## src/rtl/tx_burst_sched_pkg.sv

```systemverilog
// Shared types and helpers for the TX burst scheduler.
package tx_burst_sched_pkg;

    typedef enum logic [1:0] {
        ST_IDLE = 2'd0,
        ST_REQ  = 2'd1,
        ST_XFER = 2'd2
    } state_t;

    function automatic int unsigned min_u(input int unsigned a, input int unsigned b);
        return (a < b) ? a : b;
    endfunction

endpackage

```

## src/rtl/tx_burst_sched_skid_buf.sv

```systemverilog
// Two-entry valid/ready buffer between the FIFO read port and the TX stream.
module tx_skid_buf #(
    parameter int unsigned DATA_WIDTH = 32
) (
    input  logic                  clk,
    input  logic                  rstn,
    input  logic                  i_valid,
    input  logic [DATA_WIDTH-1:0] i_data,
    input  logic                  i_ready,
    output logic                  o_valid,
    output logic [DATA_WIDTH-1:0] o_data,
    output logic [1:0]            o_occ
);

    logic [DATA_WIDTH-1:0] r_mem [2];
    logic                  r_wr;
    logic                  r_rd;
    logic [1:0]            r_cnt;
    logic                  w_wr;
    logic                  w_rd;

    assign w_wr    = i_valid && (r_cnt != 2'd2);
    assign w_rd    = o_valid && i_ready;
    assign o_valid = (r_cnt != 2'd0);
    assign o_data  = r_mem[r_rd];
    assign o_occ   = r_cnt;

    always_ff @(posedge clk or negedge rstn) begin
        if (!rstn) begin
            for (int unsigned i = 0; i < 2; i++) begin
                r_mem[i] <= '0;
            end
            r_wr  <= 1'b0;
            r_rd  <= 1'b0;
            r_cnt <= '0;
        end else begin
            if (w_wr) begin
                r_mem[r_wr] <= i_data;
                r_wr        <= ~r_wr;
            end
            if (w_rd) begin
                r_rd <= ~r_rd;
            end
            case ({w_wr, w_rd})
                2'b10:   r_cnt <= r_cnt + 2'd1;
                2'b01:   r_cnt <= r_cnt - 2'd1;
                default: r_cnt <= r_cnt;
            endcase
        end
    end

endmodule

```

## src/rtl/tx_burst_sched.sv

```systemverilog
// Drain-side scheduler for the TX sync FIFO: decides burst size and timing,
// arbitrates for the TX link and streams popped words out with a last marker.
module tx_burst_sched
    import tx_burst_sched_pkg::*;
#(
    parameter int unsigned PTR_WIDTH  = 4,
    parameter int unsigned DATA_WIDTH = 32,
    parameter int unsigned DEPTH      = 15,
    parameter int unsigned BURST_LEN  = 8,
    parameter int unsigned TIMEOUT    = 16
) (
    input  logic                  clk,
    input  logic                  rstn,
    input  logic                  enable,
    input  logic                  flush,
    input  logic                  fifo_push,
    input  logic                  fifo_empty,
    output logic                  fifo_pop,
    input  logic [DATA_WIDTH-1:0] fifo_dout,
    output logic                  burst_req,
    input  logic                  burst_gnt,
    output logic                  out_valid,
    output logic [DATA_WIDTH-1:0] out_data,
    output logic                  out_last,
    input  logic                  out_ready,
    output logic                  busy,
    output logic [PTR_WIDTH:0]    level
);

    localparam int unsigned   LW        = PTR_WIDTH + 1;
    localparam int unsigned   TW        = $clog2(TIMEOUT + 1);
    localparam logic [LW-1:0] DEPTH_L   = LW'(DEPTH);
    localparam logic [LW-1:0] BURST_L   = LW'(BURST_LEN);
    localparam logic [TW-1:0] TIMEOUT_T = TW'(TIMEOUT);

    state_t          r_state;
    state_t          w_state_nxt;
    logic [LW-1:0]   r_level;
    logic [LW-1:0]   r_len;
    logic [LW-1:0]   r_issued;
    logic [LW-1:0]   r_acc;
    logic [TW-1:0]   r_timer;
    logic            r_flush_pend;
    logic            r_pop_d;

    logic [1:0]            w_occ;
    logic                  w_skid_valid;
    logic [DATA_WIDTH-1:0] w_skid_data;
    logic                  w_start;
    logic                  w_level_nz;
    logic                  w_pop_room;
    logic                  w_pop;
    logic                  w_beat_acc;
    logic                  w_last_beat;
    logic                  w_last_acc;
    logic                  w_idle_empty;

    assign w_level_nz   = (r_level != '0);
    assign w_idle_empty = (r_state == ST_IDLE) && !w_level_nz;
    // A pop issued last cycle still owns a skid slot until its data lands.
    assign w_pop_room   = ((w_occ + {1'b0, r_pop_d}) < 2'd2);
    assign w_pop        = (r_state == ST_XFER) && !fifo_push && !fifo_empty &&
                          w_level_nz && (r_issued != r_len) && w_pop_room;
    assign w_beat_acc   = (r_state == ST_XFER) && w_skid_valid && out_ready;
    assign w_last_beat  = (r_state == ST_XFER) && w_skid_valid && ((r_acc + LW'(1)) == r_len);
    assign w_last_acc   = w_last_beat && out_ready;

    always_comb begin
        w_state_nxt = r_state;
        w_start     = 1'b0;
        case (r_state)
            ST_IDLE: begin
                if (enable && ((r_level >= BURST_L) ||
                               (w_level_nz && (r_timer == TIMEOUT_T)) ||
                               (w_level_nz && (flush || r_flush_pend)))) begin
                    w_state_nxt = ST_REQ;
                    w_start     = 1'b1;
                end
            end
            ST_REQ: begin
                if (burst_gnt) begin
                    w_state_nxt = ST_XFER;
                end
            end
            ST_XFER: begin
                if (w_last_acc) begin
                    w_state_nxt = ST_IDLE;
                end
            end
            default: w_state_nxt = ST_IDLE;
        endcase
    end

    always_ff @(posedge clk or negedge rstn) begin
        if (!rstn) begin
            r_state      <= ST_IDLE;
            r_level      <= '0;
            r_timer      <= '0;
            r_len        <= '0;
            r_issued     <= '0;
            r_acc        <= '0;
            r_flush_pend <= 1'b0;
            r_pop_d      <= 1'b0;
        end else begin
            r_state <= w_state_nxt;
            r_pop_d <= w_pop;

            if (fifo_push) begin
                if (r_level != DEPTH_L) r_level <= r_level + LW'(1);
            end else if (w_pop) begin
                r_level <= r_level - LW'(1);
            end

            if (w_start || !(r_state == ST_IDLE && enable && w_level_nz)) begin
                r_timer <= '0;
            end else if (r_timer != TIMEOUT_T) begin
                r_timer <= r_timer + TW'(1);
            end

            if (w_start) begin
                r_len    <= LW'(min_u(32'(r_level), BURST_LEN));
                r_issued <= '0;
                r_acc    <= '0;
            end else begin
                if (w_pop)      r_issued <= r_issued + LW'(1);
                if (w_beat_acc) r_acc    <= r_acc + LW'(1);
            end

            // Flush stays armed until a burst leaves the FIFO drained.
            if (flush && !w_idle_empty) begin
                r_flush_pend <= 1'b1;
            end else if (w_idle_empty || (w_last_acc && !w_level_nz)) begin
                r_flush_pend <= 1'b0;
            end
        end
    end

    tx_skid_buf #(
        .DATA_WIDTH(DATA_WIDTH)
    ) u_skid (
        .clk     (clk),
        .rstn    (rstn),
        .i_valid (r_pop_d),
        .i_data  (fifo_dout),
        .i_ready (out_ready),
        .o_valid (w_skid_valid),
        .o_data  (w_skid_data),
        .o_occ   (w_occ)
    );

    assign fifo_pop  = w_pop;
    assign burst_req = (r_state == ST_REQ);
    assign busy      = (r_state != ST_IDLE);
    assign out_valid = w_skid_valid;
    assign out_data  = w_skid_data;
    assign out_last  = w_last_beat;
    assign level     = r_level;

endmodule

```

## config.mk

```make
export PLATFORM = sky130hd
export DESIGN_NAME = tx_burst_sched
export DESIGN_NICKNAME = d
export VERILOG_FILES = /design/src/rtl/tx_burst_sched_pkg.sv /design/src/rtl/tx_burst_sched_skid_buf.sv /design/src/rtl/tx_burst_sched.sv
export SDC_FILE = /design/constraint.sdc
export NUM_CORES = 1
export LEC_CHECK = 0
export CORE_ASPECT_RATIO = 1.25
export CORE_MARGIN = 2
export CORE_UTILIZATION = 30
export DETAILED_ROUTE_END_ITERATION = 7
export GPL_TIMING_DRIVEN = 0
export HOLD_SLACK_MARGIN = 0.15
export PLACE_DENSITY = 0.48
export SETUP_SLACK_MARGIN = 0.3
export SYNTH_ARGS = -nofsm -noshare
export SYNTH_HDL_FRONTEND = slang
export SYNTH_HIERARCHICAL = 1
export SYNTH_SLANG_ARGS = --single-unit
export TNS_END_PERCENT = 10
```

## constraint.sdc

```tcl
create_clock -name clk -period 4.93 [get_ports clk]
set_input_delay 0.986 -clock clk [delete_from_list [all_inputs] [get_ports clk]]
set_output_delay 0.986 -clock clk [all_outputs]
set_load 0.005 [all_outputs]
```

# Word level (Yosys, flattened, before mapping)
# Cells that the tools add are included.
dict set report word_totals {
  regBits 97
  output_inout_bits 42
  wordCells 112
}
dict set report classes {
  addsub 8
  order_cmp 6
  eq_ne 14
  n_mux 25
  bitwise_logic 4
  reduce_logical 42
}
# operator n
set ops {}
lappend ops {{2-to-1 mux 32 bit} 4}
lappend ops {{bitwise mux 64 bit} 1}
lappend ops {{2-to-1 mux 5 bit} 10}
lappend ops {{demux 32 bit (select 1 bit)} 1}
lappend ops {{adder 5 x 1 -> 5 bit, second input constant} 4}
lappend ops {{logical AND 1 bit} 20}
lappend ops {{nonzero test 2 bit} 8}
lappend ops {{2-to-1 mux 2 bit} 3}
lappend ops {{inequality test 2 x 1 -> 1 bit, second input constant} 3}
lappend ops {{case mux 2 bit (3 select lines)} 1}
lappend ops {{equality test 5 bit} 1}
lappend ops {{equality test 5 bit, second input constant} 1}
lappend ops {{greater-or-equal comparator 5 x 4 -> 1 bit, second input constant} 1}
lappend ops {{zero test 1 bit} 5}
lappend ops {{logical OR 1 bit} 5}
lappend ops {{< comparator 5 x 4 -> 1 bit, second input constant} 1}
lappend ops {{inequality test 5 x 4 -> 1 bit, second input constant} 1}
lappend ops {{inequality test 5 bit} 1}
lappend ops {{inequality test 5 bit, second input constant} 1}
lappend ops {{nonzero test 5 bit} 1}
lappend ops {{subtractor 5 x 1 -> 5 bit, second input constant} 1}
lappend ops {{equality test 2 x 1 -> 1 bit, second input constant} 2}
lappend ops {{equality test 2 bit, second input constant} 2}
lappend ops {{greater-or-equal comparator 2 bit, second input constant} 2}
lappend ops {{13 further kinds} 19}

# Logic depth before layout (Yosys ltp)
dict set report depth {
  ltp_word 9
  depth_mapped 8
}

# Modules after synthesis
# Netlist, hierarchy kept.
# mod instances cells_per_inst area_per_inst_um2 seq_area_each_um2
set by_module_without_submodules {}
lappend by_module_without_submodules {tx_skid_buf 1 189 3279.4 1701.6}
lappend by_module_without_submodules {tx_burst_sched 1 166 1702.9 725.7}

# Worst setup path after synthesis
# OpenSTA, ideal clock, no wires.
dict set report synth_timing {
  path_type {flip-flop to output port}
  startpoint {reg r_acc[0]}
  endpoint {out out_last}
  arrival_ns 1.584
  setup_slack_ns 2.360
  stages_incl_launch_ff 6
  n_path_buf 0
  path_cell_list {dfrtp_1 > ha_1 > nor2b_1 > or4b_1 > nand3_2 > and4_1}
}
dict set report synth_between {
  elab_chain_len 3
}
# item line
set synth_rtl {}
lappend synth_rtl {{start: declaration} tx_burst_sched.sv:41} ;# logic [LW-1:0] r_acc;
lappend synth_rtl {{start signal: assignment} tx_burst_sched.sv:126} ;# if (w_beat_acc) r_acc <= r_acc + LW'(1);
lappend synth_rtl {{adder 5 x 1 -> 5 bit} tx_burst_sched.sv:65} ;# assign w_last_beat = (r_state == ST_XFER) && w_skid_valid && ((r_acc + LW'(1)) == r_len);
lappend synth_rtl {{equality test 5 bit} tx_burst_sched.sv:65}
lappend synth_rtl {{logical AND 1 bit} tx_burst_sched.sv:65}
lappend synth_rtl {{end: declaration} tx_burst_sched.sv:24} ;# output logic out_last,
# Every way passes these cells.

# Final worst setup path
dict set report layout_timing {
  startpoint {in fifo_push}
  endpoint {out fifo_pop}
}
dict set report layout_between {
  elab_chain_len 6
}
# item line
set layout_rtl {}
lappend layout_rtl {{start: declaration} tx_burst_sched.sv:16} ;# input logic fifo_push,
lappend layout_rtl {{zero test 1 bit} tx_burst_sched.sv:62} ;# assign w_pop = (r_state == ST_XFER) && !fifo_push && !fifo_empty &&
lappend layout_rtl {{logical AND 1 bit (3 in a row)} tx_burst_sched.sv:62}
lappend layout_rtl {{logical AND 1 bit (2 in a row)} tx_burst_sched.sv:63} ;# w_level_nz && (r_issued != r_len) && w_pop_room;
lappend layout_rtl {{end: declaration} tx_burst_sched.sv:18} ;# output logic fifo_pop,
# Every way passes these cells.

==> impl_metrics.py <==
metrics = {
    "route": {
        "routedWlPerCell_um": 15.8,
        "viasPerCell": 4.54,
        "drt-total-wl_um": 10500,
        "drtIter0Drc": 85,
        "vias": 3037,
        "remaining_drc_errors": 0,
        "drt_pass1_iterations": 4,
        "ant_nets": 0,
    },
    "cts": {
        "cts-root-buf": "clkbuf_16",
        "cts_tree": "built",
        "clkLatencyLatePin_ps": 350,
        "cts.repair.resized": 0,
        "cts_sinks": 97,
        "h-tree-depth": 3,
        "cts_hold_buffers": 0,
        "cts-buffers-inserted": 9,
        "cts.path.max_buffers": 2,
        "path_clk_slew_ps": 70,
        "post_cts_buffers": 0,
    },
    "synth": {
        "ys_ff_latch": 97,
        "synth-async-reset-ratio": 1.00,
        "synth_seq_area_share": 0.487,
        "yosys.cell_types.count": 53,
        "synth_cells": 355,
        "synth_area_leader_cell": "dfrtp_1",
        "synth.area.mux_share": 0.276,
        "synth_compound_area_frac": 0.0309,
        "synth.top_cell.area_share": 0.487,
        "ys_warn_count": 6,
        "syn_area_per_cell_um2": 14.0,
        "synth-adder-area-share": 0.0241,
        "syn_area_um2": 4980,
        "yosys-top-cells-area": "dfrtp_1, mux2_4, mux2_2",
        "synth_top_family_by_area": "multiplexers",
        "yosys.area_share.xor_xnor": 0.0475,
        "synth_edf_count": 0,
        "yosys_most_used_dff": "dfrtp_1",
        "mappedNetlistNets": 404,
        "synth-simple-area-share": 0.0894,
    },
    "floorplanning": {
        "coreArea_um2": 16200,
        "dieWidth_um": 119,
        "initial_utilization": 0.308,
        "rows": 52,
        "num_io_pins": 82,
        "die_h_um": 148,
        "die_area_um2": 17700,
    },
    "pwr": {
        "p_leak_nw": 2.93,
        "comb_power_share": 0.396,
        "pwr-share-clk": 0.223,
        "seqPwrFrac": 0.381,
        "power_density_nw_per_um2": 513,
        "swShare": 0.298,
        "vdd_drop_max_uv": 208,
        "p_int_mw": 2.30,
        "power.switching_mw": 0.980,
    },
    "timing": {
        "slew_violations": 0,
        "fin_tns_setup_ps": 0,
        "finalHoldViolCount": 0,
        "clock.fmax_mhz": 267,
        "finalSetupViolCount": 0,
        "worst_pin_slew_ps": 431,
        "rsz0062_at_grt": "no",
        "min_period_ps": 3750,
        "fin_skew_ps": 10.4,
        "period_share": 0.760,
        "slew_headroom": 0.713,
    },
    "min_path": {
        "hold_path_class": "reg2reg",
        "min_from": "u_skid/r_wr$_DFFE_PN0N_",
    },
    "run_status": {
        "outcome": "finished, final reports clean",
    },
    "worst_setup_path": {
        "end_kind": "output port",
        "critPathMaxFanout": 10,
        "crit_arrival_ps": 2760,
        "cp-startpoint": "fifo_push",
        "cp-start-kind": "input pin",
        "worstReg2RegStart": "r_acc[0]$_DFFE_PN0P_",
        "crit_required_ps": 3940,
        "crit_type": "in2out",
    },
    "final_layout": {
        "seq_area_um2": 2430,
        "area_growth_pct": 28.5,
        "fin_cells": 669,
        "nNetsFinal": 497,
        "multi_input_comb_area_um2": 2330,
        "drive_gt1_frac": 0.318,
        "n_fill_cell": 1557,
        "fin_util": 0.395,
        "antenna_cells": 0,
        "design_area_um2": 6400,
    },
    "placed_design": {
        "io_buffers": 81,
        "dpl_cell_area_um2": 6090,
        "dp_hpwl_um": 7250,
        "place_inst": 653,
        "gp_congestion": 0.759,
    },
    "global_routing": {
        "track_usage": 0.126,
        "grt_pass1_wl_um": 17300,
        "grt_pass1_vias": 3295,
        "antenna_found_initial": 0,
        "grt.overflow.total": 0,
        "grt_max_degree": 69,
    },
    "job": {
        "drv_cap": 0,
    },
}
[kinds of logic after synthesis]
kind of cell,Yosys count
mux,102
flops,97
simple gates,72
xor+xnor,27
compound gates,24
buf+inv,24
fa+ha+maj,9
[flip-flops by register name, indices dropped and copies added, names as in the netlist]
name,flops
level,5
u_skid/o_occ,2
u_skid/r_rd,1
r_flush_pend,1
r_pop_d,1
u_skid/r_mem,64
r_acc,5
r_state,2
r_timer,5
r_len,5
u_skid/r_wr,1
r_issued,5
[metrics by stage]
stage | hold WS [ps] | power [mW] | worst slack [ps]
after floorplan | 461 | 2.03 | 2360
after global placement | 474 | 2.56 | -958
after detailed placement | 490 | 2.58 | 1160
after CTS | 500 | 3.34 | 1140
after global routing | 527 | 3.51 | 1080
final | 493 | 3.28 | 1180
[power groups by stage]
stage               combinational (mW)  sequential [mW]  clock [mW]
detailed placement                1.31             1.26           0
CTS                               1.33             1.25       0.761
finish                            1.30             1.25       0.733
floorplan                        0.830             1.20           0
global route                      1.42             1.29       0.802
global placement                  1.31             1.25           0
[cells in the mapped netlist, drive strengths merged (2+ instances only)]
master  count
and4        2
xnor2      15
ha          8
a21o        2
mux2i       4
nand2b      3
mux2       98
o211ai      2
a21oi       8
and3        3
nor3        4
inv         9
nand3      12
o21ai       6
buf        14
nand2      15
nand4       4
nor2       15
xor2       12
nand3b      2
or3         3
and2        2
dfrtp      97
[layer usage]
layer | wire (um) | part of all wire | track usage
met1 | 4960 | 0.47 | 0.164
met2 | 5010 | 0.48 | 0.204
met3 | 375 | 0.036 | 0.0257
met4 | 203 | 0.019 | 0.0554
met5 | 0 | 0 | 0
[placed cells by master (no fill, tap or decap), types with 6 or more instances in the layout]
cell type / count
mux2_2: 36
a21oi_1: 8
nand3_1: 10
ha_1: 8
nor2_1: 14
xnor2_1: 15
inv_1: 9
dfrtp_1: 97
clkbuf_16: 9
clkdlybuf4s50_1: 80
buf_12: 6
mux2_4: 62
nand2_1: 13
xor2_1: 12
[area by class of cell]
class                      count  share of cell area
tap                          216              0.0422
sequential                    97               0.379
multi-input combinational    234               0.364
timing repair buffer          82               0.131
inverter                       9             0.00528
clock buffer                  10              0.0373
clock inverter                 6              0.0115
buffer                        15              0.0295
[final timing paths]
kind / endpoint / slack (ps) / depth (start not counted)
setup / recovery: fifo_pop / 1180 / 7
hold / removal: u_skid/r_wr$_DFFE_PN0N_ / 490 / 1
setup reg to reg: r_state[1]$_DFFE_PN0P_ / 3010 / 6
hold reg to reg: u_skid/r_wr$_DFFE_PN0N_ / 490 / 1
max in group asynchronous: u_skid/r_mem[21]$_DFFE_PN0P_ / 3650 / 2
min in group asynchronous: u_skid/r_mem[59]$_DFFE_PN0P_ / 580 / 1
[critical path, stage by stage]
cell and delay, ps:
clkdlybuf4s50_1 450, nor2_1 190, o211a_1 210, o211ai_2 120, buf_6 170, inv_1 110
clkdlybuf4s50_1 520
No activity file was read; power rests on OpenSTA's default activity.
